**config.mk**
```make
export PLATFORM = sky130hd
export DESIGN_NAME = lcd_text_controller_flat
export DESIGN_NICKNAME = d
export VERILOG_FILES = /design/src/rtl/lcd_pkg.sv /design/src/rtl/lcd_text_controller_if.sv /design/src/rtl/lcd_byte_writer.sv /design/src/rtl/lcd_text_controller.sv /design/src/flat_wrapper.sv
export SDC_FILE = /design/constraint.sdc
export NUM_CORES = 1
export LEC_CHECK = 0
export BUFFER_PORTS_ARGS = -buffer_cell sky130_fd_sc_hd__buf_4
export CORE_MARGIN = 2
export CORE_UTILIZATION = 59
export CTS_BUF_LIST = sky130_fd_sc_hd__clkbuf_8
export CTS_CLUSTER_DIAMETER = 120
export DETAILED_ROUTE_END_ITERATION = 10
export GPL_TIMING_DRIVEN = 0
export PLACE_DENSITY = 0.83
export SYNTH_ARGS = -nofsm -noshare
export SYNTH_HDL_FRONTEND = slang
export SYNTH_HIERARCHICAL = 1
export SYNTH_SLANG_ARGS = --single-unit
```
**constraint.sdc**
```tcl
create_clock -name clk -period 7.88 [get_ports clk]
set_input_delay 0.394 -clock clk [delete_from_list [all_inputs] [get_ports clk]]
set_output_delay 0.394 -clock clk [all_outputs]
set_load 0.02 [all_outputs]
```
**src/rtl/lcd_pkg.sv**
```systemverilog
// Shared constants, FSM encodings and the init-command table for the HD44780 text controller.
package lcd_pkg;

  localparam logic [7:0] CMD_FUNC_SET = 8'h38;
  localparam logic [7:0] CMD_DISP_ON  = 8'h0C;
  localparam logic [7:0] CMD_CLEAR    = 8'h01;
  localparam logic [7:0] CMD_ENTRY    = 8'h06;
  localparam logic [7:0] CMD_LINE1    = 8'h80;
  localparam logic [7:0] CMD_LINE2    = 8'hC0;
  localparam logic [7:0] CHAR_SPACE   = 8'h20;

  typedef enum logic [2:0] {
    ST_PWR,
    ST_INIT,
    ST_ADDR1,
    ST_LINE1,
    ST_ADDR2,
    ST_LINE2,
    ST_IDLE
  } lcd_state_e;

  typedef enum logic [1:0] {
    PH_IDLE,
    PH_SETUP,
    PH_PULSE,
    PH_WAIT
  } lcd_phase_e;

  // Power-up command order; step 3 is the last one before the first frame.
  function automatic logic [7:0] init_cmd(input logic [1:0] step);
    case (step)
      2'd0:    return CMD_FUNC_SET;
      2'd1:    return CMD_DISP_ON;
      2'd2:    return CMD_CLEAR;
      default: return CMD_ENTRY;
    endcase
  endfunction

endpackage

```
**src/rtl/lcd_text_controller_if.sv**
```systemverilog
// Character-buffer write port: application logic (master) writes into the controller (slave).
interface lcd_text_controller_if;
  logic       wr_en;
  logic [4:0] wr_addr;
  logic [7:0] wr_char;

  modport master (output wr_en, wr_addr, wr_char);
  modport slave  (input  wr_en, wr_addr, wr_char);
endinterface

```
**src/rtl/lcd_byte_writer.sv**
```systemverilog
// Sends one byte to the LCD as SETUP / EN PULSE / WAIT phases with RS and DATA held throughout.
module lcd_byte_writer
  import lcd_pkg::*;
#(
  parameter int EN_CYC  = 25,
  parameter int CMD_CYC = 2500,
  parameter int CLR_CYC = 100000
) (
  input  logic       clk,
  input  logic       rst,
  input  logic       start_i,
  input  logic       rs_i,
  input  logic [7:0] data_i,
  input  logic       long_wait_i,
  output logic       LCD_RS,
  output logic       LCD_EN,
  output logic [7:0] LCD_DATA,
  output logic       done_o
);

  localparam int LONGEST = (CLR_CYC > CMD_CYC) ? CLR_CYC : CMD_CYC;
  localparam int CNT_W   = $clog2(EN_CYC + LONGEST + 1);

  localparam logic [CNT_W-1:0] EN_LAST    = CNT_W'(EN_CYC - 1);
  localparam logic [CNT_W-1:0] SHORT_LAST = CNT_W'(EN_CYC + CMD_CYC - 1);
  localparam logic [CNT_W-1:0] LONG_LAST  = CNT_W'(EN_CYC + CLR_CYC - 1);

  lcd_phase_e       phase_q;
  logic [CNT_W-1:0] cnt_q;
  logic             rs_q;
  logic [7:0]       data_q;
  logic             long_q;
  logic             load;

  // A new byte may be accepted while idle or on the very last WAIT cycle, so transfers chain gap-free.
  assign load = start_i && ((phase_q == PH_IDLE) || ((phase_q == PH_WAIT) && (cnt_q == '0)));

  // NOTE: sequential state uses non-blocking (<=) so every register samples pre-edge values.
  always_ff @(posedge clk or posedge rst) begin
    if (rst) begin
      phase_q <= PH_IDLE;
      cnt_q   <= '0;
      rs_q    <= 1'b0;
      data_q  <= '0;
      long_q  <= 1'b0;
    end else if (load) begin
      phase_q <= PH_SETUP;
      cnt_q   <= EN_LAST;
      rs_q    <= rs_i;
      data_q  <= data_i;
      long_q  <= long_wait_i;
    end else begin
      case (phase_q)
        PH_SETUP: begin
          if (cnt_q == '0) begin
            phase_q <= PH_PULSE;
            cnt_q   <= EN_LAST;
          end else begin
            cnt_q <= cnt_q - 1'b1;
          end
        end
        PH_PULSE: begin
          if (cnt_q == '0) begin
            phase_q <= PH_WAIT;
            cnt_q   <= long_q ? LONG_LAST : SHORT_LAST;
          end else begin
            cnt_q <= cnt_q - 1'b1;
          end
        end
        PH_WAIT: begin
          if (cnt_q == '0) phase_q <= PH_IDLE;
          else             cnt_q   <= cnt_q - 1'b1;
        end
        default: ;
      endcase
    end
  end

  // done fires one cycle early so the sequencer can present the next byte on the final WAIT cycle.
  assign done_o   = (phase_q == PH_WAIT) && (cnt_q == CNT_W'(1));
  assign LCD_EN   = (phase_q == PH_PULSE);
  assign LCD_RS   = rs_q;
  assign LCD_DATA = data_q;

endmodule

```
**src/rtl/lcd_text_controller.sv**
```systemverilog
// HD44780 16x2 text controller: 32-char buffer, power-up init, continuous two-line refresh.
// Optional LCD_DIRTY_REFRESH_EN: refresh only after buffer writes, idling between frames.
module lcd_text_controller
  import lcd_pkg::*;
#(
  parameter int POWERUP_CYC = 750000,
  parameter int EN_CYC      = 25,
  parameter int CMD_CYC     = 2500,
  parameter int CLR_CYC     = 100000
) (
  input  logic                  clk,
  input  logic                  rst,
  lcd_text_controller_if.slave  wr_bus,
  output logic                  init_done,
  output logic                  frame_done,
  output logic                  LCD_ON,
  output logic                  LCD_RS,
  output logic                  LCD_EN,
  output logic                  LCD_RW,
  output logic [7:0]            LCD_DATA
);

  localparam int PWR_W = $clog2(POWERUP_CYC + 1);
  localparam logic [PWR_W-1:0] PWR_LAST = PWR_W'(POWERUP_CYC - 1);

  logic [7:0]       buf_q [32];
  lcd_state_e       state_q;
  logic [PWR_W-1:0] pwr_cnt_q;
  logic [1:0]       step_q;
  logic             line_q;
  logic [3:0]       idx_q;
  logic             start_q;
  logic             rs_q;
  logic [7:0]       cmd_q;
  logic             long_q;
  logic             init_done_q;
  logic             frame_done_q;
  logic [7:0]       byte_d;
  logic             wr_done;

  // NOTE: the text buffer is reset to spaces because a blank display after reset is visible behaviour.
  always_ff @(posedge clk or posedge rst) begin
    if (rst) begin
      for (int i = 0; i < 32; i++) buf_q[i] <= CHAR_SPACE;
    end else if (wr_bus.wr_en) begin
      buf_q[wr_bus.wr_addr] <= wr_bus.wr_char;
    end
  end

  // Character bytes are read live so the writer captures the buffer as the transfer starts.
  assign byte_d = rs_q ? buf_q[{line_q, idx_q}] : cmd_q;

`ifdef LCD_DIRTY_REFRESH_EN
  logic dirty_q;
  logic dirty_d;

  // NOTE: every always_comb output gets a default first, so no path can infer a latch.
  always_comb begin
    dirty_d = dirty_q;
    if ((state_q == ST_INIT && wr_done && step_q == 2'd3) || (state_q == ST_IDLE && dirty_q))
      dirty_d = 1'b0;
    if (wr_bus.wr_en)
      dirty_d = 1'b1;
  end

  always_ff @(posedge clk or posedge rst) begin
    if (rst) dirty_q <= 1'b0;
    else     dirty_q <= dirty_d;
  end
`endif

  always_ff @(posedge clk or posedge rst) begin
    if (rst) begin
      state_q      <= ST_PWR;
      pwr_cnt_q    <= '0;
      step_q       <= '0;
      line_q       <= 1'b0;
      idx_q        <= '0;
      start_q      <= 1'b0;
      rs_q         <= 1'b0;
      cmd_q        <= '0;
      long_q       <= 1'b0;
      init_done_q  <= 1'b0;
      frame_done_q <= 1'b0;
    end else begin
      start_q      <= 1'b0;
      frame_done_q <= 1'b0;
      case (state_q)
        ST_PWR: begin
          if (pwr_cnt_q == PWR_LAST) begin
            state_q <= ST_INIT;
            step_q  <= '0;
            start_q <= 1'b1;
            rs_q    <= 1'b0;
            cmd_q   <= init_cmd(2'd0);
            long_q  <= 1'b0;
          end else begin
            pwr_cnt_q <= pwr_cnt_q + 1'b1;
          end
        end
        ST_INIT: begin
          if (wr_done) begin
            start_q <= 1'b1;
            if (step_q == 2'd3) begin
              state_q <= ST_ADDR1;
              cmd_q   <= CMD_LINE1;
              long_q  <= 1'b0;
            end else begin
              step_q  <= step_q + 2'd1;
              cmd_q   <= init_cmd(step_q + 2'd1);
              long_q  <= (init_cmd(step_q + 2'd1) == CMD_CLEAR);
            end
          end
        end
        ST_ADDR1: begin
          init_done_q <= 1'b1;
          if (wr_done) begin
            state_q <= ST_LINE1;
            line_q  <= 1'b0;
            idx_q   <= '0;
            rs_q    <= 1'b1;
            start_q <= 1'b1;
          end
        end
        ST_LINE1: begin
          if (wr_done) begin
            idx_q   <= idx_q + 4'd1;
            start_q <= 1'b1;
            if (idx_q == 4'd15) begin
              state_q <= ST_ADDR2;
              rs_q    <= 1'b0;
              cmd_q   <= CMD_LINE2;
            end
          end
        end
        ST_ADDR2: begin
          if (wr_done) begin
            state_q <= ST_LINE2;
            line_q  <= 1'b1;
            rs_q    <= 1'b1;
            start_q <= 1'b1;
          end
        end
        ST_LINE2: begin
          if (wr_done) begin
            idx_q <= idx_q + 4'd1;
            if (idx_q == 4'd15) begin
              frame_done_q <= 1'b1;
`ifdef LCD_DIRTY_REFRESH_EN
              state_q <= ST_IDLE;
`else
              state_q <= ST_ADDR1;
              rs_q    <= 1'b0;
              cmd_q   <= CMD_LINE1;
              start_q <= 1'b1;
`endif
            end else begin
              start_q <= 1'b1;
            end
          end
        end
`ifdef LCD_DIRTY_REFRESH_EN
        ST_IDLE: begin
          if (dirty_q) begin
            state_q <= ST_ADDR1;
            rs_q    <= 1'b0;
            cmd_q   <= CMD_LINE1;
            start_q <= 1'b1;
          end
        end
`endif
        default: state_q <= ST_PWR;
      endcase
    end
  end

  lcd_byte_writer #(
    .EN_CYC  (EN_CYC),
    .CMD_CYC (CMD_CYC),
    .CLR_CYC (CLR_CYC)
  ) u_writer (
    .clk         (clk),
    .rst         (rst),
    .start_i     (start_q),
    .rs_i        (rs_q),
    .data_i      (byte_d),
    .long_wait_i (long_q),
    .LCD_RS      (LCD_RS),
    .LCD_EN      (LCD_EN),
    .LCD_DATA    (LCD_DATA),
    .done_o      (wr_done)
  );

  assign init_done  = init_done_q;
  assign frame_done = frame_done_q;
  assign LCD_ON     = ~rst;
  assign LCD_RW     = 1'b0;

endmodule

```
**src/flat_wrapper.sv**
```systemverilog
// flat-port wrapper written by rule: the top's interface ports become plain ports
module lcd_text_controller_flat import lcd_pkg::*;
#(
  parameter int POWERUP_CYC = 750000,
  parameter int EN_CYC      = 25,
  parameter int CMD_CYC     = 2500,
  parameter int CLR_CYC     = 100000
)
  (clk, rst, init_done, frame_done, LCD_ON, LCD_RS, LCD_EN, LCD_RW, LCD_DATA, wr_bus_wr_en, wr_bus_wr_addr, wr_bus_wr_char);
  lcd_text_controller_if wr_bus_i ();
  input  logic clk;
  input  logic rst;
  output logic init_done;
  output logic frame_done;
  output logic LCD_ON;
  output logic LCD_RS;
  output logic LCD_EN;
  output logic LCD_RW;
  output logic [7:0] LCD_DATA;
  input wire logic [$bits(wr_bus_i.wr_en)-1:0] wr_bus_wr_en;
  input wire logic [$bits(wr_bus_i.wr_addr)-1:0] wr_bus_wr_addr;
  input wire logic [$bits(wr_bus_i.wr_char)-1:0] wr_bus_wr_char;
  assign wr_bus_i.wr_en = wr_bus_wr_en;
  assign wr_bus_i.wr_addr = wr_bus_wr_addr;
  assign wr_bus_i.wr_char = wr_bus_wr_char;
  lcd_text_controller #(.POWERUP_CYC(POWERUP_CYC), .EN_CYC(EN_CYC), .CMD_CYC(CMD_CYC), .CLR_CYC(CLR_CYC)) u_core (.clk(clk), .rst(rst), .wr_bus(wr_bus_i), .init_done(init_done), .frame_done(frame_done), .LCD_ON(LCD_ON), .LCD_RS(LCD_RS), .LCD_EN(LCD_EN), .LCD_RW(LCD_RW), .LCD_DATA(LCD_DATA));
endmodule
```
# [Word level (Yosys, flattened, before mapping)]
# Index checks and enable logic that the tools add are counted.
[op_classes] n_eq_ne=32 n_lt_le_gt_ge=3 muxes=63 bitwise_logic=4 reduce_logical=28 n_addsub=4
[op_table] operator="$bwmux W256" n=1
[op_table] operator="$mux W8" n=14
[op_table] operator="$mux W17" n=5
[op_table] operator="$pmux W17 S3" n=1
[op_table] operator="$bmux W8 S5" n=1
[op_table] operator="$demux W8 S5" n=1
[op_table] operator="$pmux W8 S4" n=1
[op_table] operator="$mux W3" n=9
[op_table] operator="$add A20 B1 Y20 const B" n=1
[op_table] operator="$eq A20 B20 Y1 const B" n=1
[op_table] operator="$pmux W3 S6" n=1
[op_table] operator="$pmux W6 S3" n=1
[op_table] operator="$eq A17 B1 Y1 const B" n=1
[op_table] operator="$logic_not A17 Y1" n=1
[op_table] operator="$sub A17 B1 Y17 const B" n=1
[op_table] operator="$mux W2" n=7
[op_table] operator="$ne A2 B1 Y1 const B" n=7
[op_table] operator="$ge A6 B6 Y1 const B" n=2
[op_table] operator="$mux W1" n=12
[op_table] operator="$ne A2 B2 Y1 const B" n=6
[op_table] operator="$not A5 Y6" n=2
[op_table] operator="$reduce_and A3 Y1" n=3
[op_table] operator="$reduce_and A9 Y1" n=1
[op_table] operator="$eq A2 B2 Y1 const B" n=4
[op_table] operator="other kinds (32)" n=50
[word_totals] reg_bits=328 word_cells=182

# [Depth between registers and ports, before layout]
# Gate-level depths: netlist (run 1).
[depth] word_depth=10 depth_mapped=11 mapped_depth_nobuf=9

# [Hierarchy]
# Netlist (run 1), hierarchy kept.
[by_module_without_submodules] module="lcd_text_controller" n_inst=1 cells_each=952 area_each_um2=13990.9
[by_module_without_submodules] module="lcd_byte_writer" n_inst=1 cells_each=194 area_each_um2=1737.9

# [Worst setup path after synthesis (run 1)]
# No wires, ideal clock.
[synth_timing] path_kind="input -> output" start="input rst" end="output LCD_ON" cell_stages=1 t_arrival_ps=6582 slack_ps=904 required_time_ps=7486 cell_sequence="inv_1"
[synth_via] elab_chain_len=1
[synth_rtl] element="start, declared" line="flat_wrapper.sv:12" text="input logic rst;"
[synth_rtl] element="$not A1 Y1" line="lcd_text_controller.sv:196" text="assign LCD_ON = ~rst;"
[synth_rtl] element="end, declared" line="flat_wrapper.sv:15" text="output logic LCD_ON;"
# Every way passes these cells.

# [Worst setup path after layout (run 1)]
[layout_timing] start="register u_core.u_writer.cnt_q[5]" end="register u_core.state_q[0]"
[layout_via] elab_chain_len=4
[layout_rtl] element="start, declared" line="lcd_byte_writer.sv:29" text="logic [CNT_W-1:0] cnt_q;"
[layout_rtl] element="start signal, assigned" line="lcd_byte_writer.sv:59" text="cnt_q <= cnt_q - 1'b1;"
[layout_rtl] element="start signal, assigned" line="lcd_byte_writer.sv:65" text="cnt_q <= long_q ? LONG_LAST : SHORT_LAST;"
[layout_rtl] element="start signal, assigned" line="lcd_byte_writer.sv:67" text="cnt_q <= cnt_q - 1'b1;"
[layout_rtl] element="$eq A17 B1 Y1 *" line="lcd_byte_writer.sv:80" text="assign done_o = (phase_q == PH_WAIT) && (cnt_q == CNT_W'(1));"
[layout_rtl] element="$logic_and A1 B1 Y1 *" line="lcd_byte_writer.sv:80"
[layout_rtl] element="named net u_core.wr_done" line="lcd_text_controller.sv:39" text="logic wr_done;"
[layout_rtl] element="$ne A2 B2 Y1 (no source line)"
[layout_rtl] element="$reduce_and A9 Y1 (no source line) *"
[layout_rtl] element="end signal, assigned" line="lcd_text_controller.sv:74" text="state_q <= ST_PWR;"
[layout_rtl] element="end signal, assigned" line="lcd_text_controller.sv:91" text="state_q <= ST_INIT;"
[layout_rtl] element="end signal, assigned" line="lcd_text_controller.sv:105" text="state_q <= ST_ADDR1;"
[layout_rtl] element="end, declared" line="lcd_text_controller.sv:27" text="lcd_state_e state_q;"
# Mark *: on every way through the listed nets, which the timed path passes. The rest lies on a longest branch.
# A chain may end at the register's enable or synchronous reset.

==> results.ini, run 1 <==
[global_route]
overflow = 0
antenna_found_initial = 0
grt_first_pass_wirelength_um = 59900
grt_use_total_pct = 27.7
grt_max_degree = 45
grt_pass1_vias = 10598

[pwr]
p_per_area_nw_per_um2 = 229
p_comb_share_pct = 12.2
clockPowerShare_pct = 35.8
leakagePower_nw = 7.79
power_frac_seq_pct = 52.0
ir_drop_v = 0.000165
internal_power_w = 0.00302
p_sw_w = 0.000992
switching_share_pct = 24.7

[hold_path]
holdPathStages = 2
hold_class = in -> reg
hold_end = u_core/buf_q[145]
holdCritStartpoint = wr_bus_wr_char[1]

[cells_and_area]
final_area_um2 = 17500
final_nets = 1257
multiInputGateArea_um2 = 7120
area_delta_synth_final_pct = 11.5
seq_area_um2 = 8220
final.fill_count = 1837
drive_gt1_share_pct = 40.0
diodes = 0

[synthesis]
synthCells = 1146
synthTopCellsByCount = dfrtp_1, mux2_2, nand2_1
synthTopCellsByArea = dfrtp_1, mux2_2, mux4_2
ys_ff_latch = 327
synth_area_leader_cell = dfrtp_1
synthArstFlopShare_pct = 100
synthFlopType = dfrtp_1
syn_area_um2 = 15700
synthDominantCellAreaShare_pct = 46.9
synthMostInstantiatedCell = dfrtp_1
ys_warn_count = 6
synth.avg_cell_area_um2 = 13.7
ys_types = 80
synth-edff-count = 0
seq_area_frac_synth_pct = 52.3
syn_nets = 1170

[floorplan]
core_area_um2 = 26100
initial_core_util_pct = 60.2
dieHeight_um = 167
dieArea_um2 = 28000
io_pins = 30
die_x_um = 167
rows = 59

[setup_path]
r2r_slack_ns = 4.87
cpMaxStageDelayCell = dfrtp_1
required_ns = 8.37
cp_num_buf_inv = 2
crit_family = simple AND/OR/NAND/NOR gates
path_class = reg -> reg
crit_fanout = 10
critical_path.reg2reg.startpoint = u_core/u_writer/cnt_q[5]
cp.arrival_ns = 3.50
worstReg2RegEnd = u_core/state_q[0]
crit_path_frequent_cell = nor3_1
slowest_delay_ns = 0.40
crit_chain = nor3_1, and2_1, clkbuf_1, nand4_1, nor2_1, clkbuf_1, o21a_1, nor3_1, nor3_1, o2111ai_1, o21ai_0
crit_path_end_kind = flip-flop
critPathLaunchType = flip-flop
path_depth = 11
worst_r2r_path_depth = 11

[timing]
fmax_mhz = 332
worst_pin_slew_ns = 1.06
min_period_over_period_pct = 38.2
post-route-min-period_ns = 3.01
fin_worst_skew_ns = 0.0214
finalHoldViolCount = 0
timing.slew.headroom_pct = 29.4
maxSlewViolCount = 0
fin_setup_tns_ns = 0
rsz0062_at_grt = no
setup_viol = 0

[route]
avgViaCountPerCell = 6.48
first_iter_violations = 888
num_vias = 10433
routedWlPerCell_um = 23.6
drtAntennaViolNets = 0
first_pass_iters = 8
drcViolationCount = 3
wirelength_um = 38000

[clock_tree]
postCtsSetupBuffers = 0
numClockSinks = 327
cts_max_level = 2
clockBufferDepth = 3
numCtsBuffers = 53
root_buffer = clkbuf_8
clock_latency_ns = 0.59
clkTransAtPathRegs_ns = 0.07
cts_tree = built

[placement]
dpl_cell_area_um2 = 16500
gp_congestion = 0.937
portBuffers = 24
dp_hpwl_um = 26000

[status]
status = complete, but fails checks
violations = design-rule violations

[flow_run]
cap_violations = 0

==> worst reg2reg max path, cell delays in order (launching register included) <==
cell       delay, ns
dfrtp_1         0.40
nor3_1          0.29
and2_1          0.17
clkbuf_1        0.34
nand4_1         0.14
nor2_1          0.39
clkbuf_1        0.41
o21a_1          0.18
nor3_1          0.04
nor3_1          0.29
o2111ai_1       0.16
o21ai_0         0.11
==> state kept, by name, indices dropped and copies added, names as in the netlist <==
name,count
u_core/u_writer/phase_q,2
u_core/init_done,1
u_core/u_writer/LCD_RS,1
u_core/frame_done,1
u_core/u_writer/LCD_DATA,8
u_core/step_q,2
u_core/idx_q,4
u_core/u_writer/long_q,1
u_core/state_q,3
u_core/rs_q,1
u_core/buf_q,256
u_core/line_q,1
u_core/start_q,1
u_core/cmd_q,7
u_core/u_writer/cnt_q,17
u_core/long_q,1
u_core/pwr_cnt_q,20
==> power groups by stage <==
stage          sequential [W]  combinational, W  clock, W
3_3_place_gp          0.00209          0.000454         0
4_1_cts               0.00208          0.000491   0.00146
3_5_place_dp          0.00211          0.000486         0
2_1_floorplan         0.00206          0.000382         0
6_report              0.00209          0.000490   0.00144
5_1_grt               0.00211          0.000526   0.00154
==> cell families after synthesis <==
kind of cell	count (synthesis)	synth area share, %
XOR/XNOR	21	1.17
other	1	0.0238
adder cells (fa/ha/maj)	8	0.636
multiplexers	342	29.6
flip-flops	327	52.3
buffers and inverters	81	2.47
AO/OA/AOI/OAI	122	5.26
AND/OR/NAND/NOR	244	8.58
==> through the flow <==
step | std cells | worst slack, ns | utilization [%] | hold WS (ns) | total power, W
finish | 1609 | 4.87 | 67.1 | 0.0895 | 0.00401
detailed placement | 1512 | 5.05 | 63.0 | 0.451 | 0.00259
global placement | 1505 | 0.301 | 62.5 | 0.458 | 0.00255
floorplan | 1146 | 3.48 | - | 0.445 | 0.00245
global route | 1609 | 4.72 | 67.1 | 0.0778 | 0.00418
CTS | 1609 | 4.99 | 67.1 | 0.0592 | 0.00404
==> timing repair <==
| item | 4_1_cts | 5_1_grt |
|---|---|---|
| hold endpoints to repair | 11 | 0 |
| endpoints found under the setup margin | 0 | 0 |
| hold buffers | 1 | 0 |
| gates resized for setup | 0 | 0 |
==> final cells by class <==
cell class              count  area share, %
clock buffers              67           5.26
well taps                 335           2.39
multi-input cells         738           40.6
clock inverters            29          0.763
inverters                  13          0.300
repair buffers             32           1.88
plain buffers              68           1.94
flip-flops and latches    327           46.9
==> routing by layer <==
layer  wire, um  part of all wire [%]  track usage [%]  vias to the layer above
li1           -                     -                -                     4494
met1      15800                    42             38.4                     5422
met2      18200                    48             44.3                      418
met3       2710                   7.1             5.44                       99
met4       1230                   3.2             9.68                        0
met5          0                     0                0                        -
==> how the worst max path moves through the flow <==
stage                                   startpoint                end
after global routing      u_core/u_writer/cnt_q[5]  u_core/state_q[0]
after CTS                 u_core/u_writer/cnt_q[5]  u_core/state_q[0]
after floorplan                                rst    u_core/buf_q[0]
after detailed placement  u_core/u_writer/cnt_q[5]  u_core/state_q[0]
after global placement                         rst             LCD_ON
final                     u_core/u_writer/cnt_q[5]  u_core/state_q[0]
==> layout by cell type (no fill, tap or decap), drive strengths merged, types with 7 or more instances in the layout <==
cell type	Yosys	layout
ha	8	8
nand2b	7	7
o21ai	19	19
clkbuf	45	112
inv	13	33
clkinv	0	8
a21oi	15	15
xnor2	16	16
mux4	66	66
mux2	265	265
nand2	71	71
nor4	18	18
nand4	11	11
mux2i	11	11
nor2	46	46
nor3	17	17
o22ai	37	37
a31oi	7	7
or2	7	7
buf	23	54
dfrtp	295	295
a21o	9	9
nand3	24	24
dfstp	32	32
nor3b	7	7
Power figures use the tool's default switching activity.
==> run 2, diff against run 1 <==
--- a/config.mk
+++ b/config.mk
@@ -5,14 +5,15 @@
 export SDC_FILE = /design/constraint.sdc
 export NUM_CORES = 1
 export LEC_CHECK = 0
+export ABC_AREA = 1
 export BUFFER_PORTS_ARGS = -buffer_cell sky130_fd_sc_hd__buf_4
 export CORE_MARGIN = 2
-export CORE_UTILIZATION = 59
+export CORE_UTILIZATION = 60
 export CTS_BUF_LIST = sky130_fd_sc_hd__clkbuf_8
 export CTS_CLUSTER_DIAMETER = 120
 export DETAILED_ROUTE_END_ITERATION = 10
 export GPL_TIMING_DRIVEN = 0
-export PLACE_DENSITY = 0.83
+export PLACE_DENSITY = 0.81
 export SYNTH_ARGS = -nofsm -noshare
 export SYNTH_HDL_FRONTEND = slang
 export SYNTH_HIERARCHICAL = 1
==> constraint.sdc (replaced) <==
create_clock -name clk -period 2.8 [get_ports clk]
set_input_delay 0.14 -clock clk [delete_from_list [all_inputs] [get_ports clk]]
set_output_delay 0.14 -clock clk [all_outputs]
set_load 0.02 [all_outputs]
==> results.ini, run 2 <==
[status]
status = complete, no violations  ; was complete, but fails checks

[floorplan]
dieHeight_um = 167  ; about the same
die_x_um = 167  ; about the same
core_area_um2 = 26000  ; was 26100 um2
rows = 59  ; unchanged
io_pins = 30  ; unchanged
initial_core_util_pct = 61.0  ; was 60.2%
dieArea_um2 = 27700  ; was 28000 um2

[cells_and_area]
diodes = 0  ; unchanged
drive_gt1_share_pct = 10.3  ; was 40.0%
reg.largest.list = u_core/buf_q: 256 flops, u_core/pwr_cnt_q: 20 flops, u_core/u_writer/cnt_q: 17 flops  ; unchanged
largest_reg_flops = 256  ; unchanged
final.fill_count = 2135  ; was 1837
utilization_pct = 69.1  ; was 67.1%
final-instance-count-excl-fill = 2519  ; was 1609
final_nets = 2164  ; was 1257
final_common_cell = nand2_1  ; was dfrtp_1
area_delta_synth_final_pct = 13.3  ; was 11.5%
mostFrequentLayoutCells = nand2_1, dfrtp_1, o21ai_0, nand3_1, inv_1  ; was dfrtp_1, mux2_2, nand2_1, clkbuf_8, mux4_2
largest-register = u_core/buf_q  ; unchanged

[synthesis]
syn_nets = 2061  ; was 1170
synthTopCellsByCount = nand2_1, dfrtp_1, o21ai_0  ; was dfrtp_1, mux2_2, nand2_1
synthDominantCellAreaShare_pct = 46.6  ; was 46.9%
ys_ff_latch = 327  ; unchanged
seq_area_frac_synth_pct = 51.9  ; was 52.3%
synthFlopType = dfrtp_1  ; unchanged
synth-edff-count = 0  ; unchanged
synth_area_leader_cell = dfrtp_1  ; unchanged
synth.avg_cell_area_um2 = 7.78  ; was 13.7 um2
synthCells = 2037  ; was 1146
synthTopCellsByArea = dfrtp_1, nand2_1, o21ai_0  ; was dfrtp_1, mux2_2, mux4_2
syn_area_um2 = 15900  ; was 15700 um2
synthArstFlopShare_pct = 100  ; unchanged
ys_types = 41  ; was 80
ys_warn_count = 6  ; unchanged
synthMostInstantiatedCell = nand2_1  ; was dfrtp_1

[clock_tree]
postCtsSetupBuffers = 0  ; unchanged
clockBufferDepth = 3  ; unchanged
numCtsBuffers = 54  ; was 53
cts_max_level = 2  ; unchanged
clkTransAtPathRegs_ns = 0.06  ; was 0.07 ns
cts_tree = built  ; unchanged
clock_latency_ns = 0.61  ; was 0.59 ns
root_buffer = clkbuf_8  ; unchanged
numClockSinks = 327  ; unchanged

[route]
num_vias = 14972  ; was 10433
first_pass_iters = 6  ; was 8
wirelength_um = 48500  ; was 38000 um
drtAntennaViolNets = 0  ; unchanged
avgViaCountPerCell = 5.94  ; was 6.48
routedWlPerCell_um = 19.2  ; was 23.6 um
drcViolationCount = 0  ; was 3
first_iter_violations = 1874  ; was 888

[global_route]
grt_use_total_pct = 35.0  ; was 27.7%
grt_max_degree = 39  ; was 45
grt_pass1_vias = 14321  ; was 10598
grt_first_pass_wirelength_um = 76500  ; was 59900 um
overflow = 0  ; unchanged
antenna_found_initial = 0  ; unchanged

[timing]
min_period_over_period_pct = 95.2  ; was 38.2%
maxSlewViolCount = 0  ; unchanged
finalHoldViolCount = 0  ; unchanged
fin_worst_skew_ns = 0.0329  ; was 0.0214 ns
hold_slack_ns = 0.0796  ; was 0.0895 ns
worst_pin_slew_ns = 1.30  ; was 1.06 ns
setup_viol = 0  ; unchanged
rsz0062_at_grt = no  ; unchanged
fmax_mhz = 375  ; was 332 MHz
setup_ws_ns = 0.134  ; was 4.87 ns
timing.slew.headroom_pct = 12.9  ; was 29.4%
post-route-min-period_ns = 2.67  ; was 3.01 ns

[pwr]
internal_power_w = 0.00852  ; was 0.00302 W
switching_share_pct = 27.3  ; was 24.7%
leakagePower_nw = 8.68  ; was 7.79 nW
ir_drop_v = 0.000524  ; was 0.000165 V
p_comb_share_pct = 11.5  ; was 12.2%
clockPowerShare_pct = 38.3  ; was 35.8%
p_sw_w = 0.00320  ; was 0.000992 W
p_per_area_nw_per_um2 = 652  ; was 229 nW/um2
power_frac_seq_pct = 50.2  ; was 52.0%

[setup_path]
worst_r2r_path_depth = 12  ; was 11
path_class = reg -> reg  ; unchanged
required_ns = 3.27  ; was 8.37 ns
crit_path_end_kind = flip-flop  ; unchanged
critPathLaunchType = flip-flop  ; unchanged
crit_fanout = 10  ; unchanged
r2r_slack_ns = 0.13  ; was 4.87 ns
worstReg2RegEnd = u_core/u_writer/LCD_DATA[1]  ; was u_core/state_q[0]
critical_path.reg2reg.startpoint = u_core/idx_q[1]  ; was u_core/u_writer/cnt_q[5]
cp.arrival_ns = 3.13  ; was 3.50 ns

[placement]
portBuffers = 28  ; was 24
pre_cts_ws_ns = -0.0331  ; was 5.05 ns
gp_congestion = 0.974  ; was 0.937
dp_hpwl_um = 33400  ; was 26000 um
dpl.cell_count = 2409  ; was 1512

[hold_path]
holdPathStages = 5  ; was 2
hold_class = in -> reg  ; unchanged
holdCritStartpoint = wr_bus_wr_addr[1]  ; was wr_bus_wr_char[1]
hold_end = u_core/buf_q[69]  ; was u_core/buf_q[145]

[flow_run]
cap_violations = 0  ; unchanged

run 2: logic make-up after synthesis:
family / share of synthesized area (%)
AOI/OAI and AO/OA: 10.1
other: 0.0237
buffers and inverters: 5.18
DFF: 51.9
and+or+nand+nor: 31.1
xor gates and xnor gates: 1.10
adders and majority gates: 0.631
run 2: routing by layer:
metal	wire length, um	GRT usage [%]	vias up
li1	-	-	6843
met1	19300	47.3	7043
met2	21400	54.0	879
met3	5090	7.75	207
met4	2660	17.0	0
met5	0	0	-
run 2: what timing repair did:
action                                  4_1_cts  5_1_grt
endpoints found under the setup margin        5        2
endpoints found under the hold margin        73        0
resized for setup                             1        1
hold buffers                                 10        0
pin swaps                                     0        0
run 2: stage by stage:
stage | setup TNS, ns | area [um2] | power [W]
after floorplan | -368.92 | 15900 | 0.00678
after global placement | -836.58 | 16500 | 0.00713
after detailed placement | -0.0787 | 16700 | 0.00724
after CTS | 0 | 18000 | 0.0117
after global routing | 0 | 18000 | 0.0122
final | 0 | 18000 | 0.0117
run 2: power by group through the flow:
stage / clock network, W / registers [W] / logic, W
floorplan: 0 / 0.00583 / 0.000946
global placement: 0 / 0.00592 / 0.00121
detailed placement: 0 / 0.00593 / 0.00131
CTS: 0.00451 / 0.00587 / 0.00133
global route: 0.00474 / 0.00594 / 0.00154
finish: 0.00448 / 0.00589 / 0.00135
run 2: layout make-up:
type                    instances  area, um2  share of cell area [%]
flip-flops and latches        327       8220                    45.8
well taps                     335        419                    2.33
multi-input cells            1515       6820                    38.0
clock buffers                  70        963                    5.36
inverters                      75        285                    1.59
plain buffers                 120        539                    3.00
repair buffers                 47        498                    2.77
clock inverters                30        210                    1.17
run 2: critical path, stage by stage (launching register included):
cell,delay [ns]
dfrtp_1,0.41
inv_1,0.08
buf_2,0.28
clkbuf_1,0.77
nand3_1,0.20
nand3_1,0.17
nand2_1,0.13
nand2_1,0.11
nand3_1,0.08
nand3_1,0.15
nand2_1,0.07
nand2_1,0.07
nand2_1,0.05
run 2: worst max path at each step:
stage,start,to,slack (ns)
after global placement,rst,LCD_ON,-4.35
after CTS,u_core/idx_q[1],u_core/u_writer/LCD_DATA[2],0.24
after global routing,u_core/idx_q[1],u_core/u_writer/LCD_DATA[7],0.006
after floorplan,rst,u_core/buf_q[0],-1.35
final,u_core/idx_q[1],u_core/u_writer/LCD_DATA[1],0.13
after detailed placement,u_core/u_writer/cnt_q[8],u_core/step_q[0],-0.03
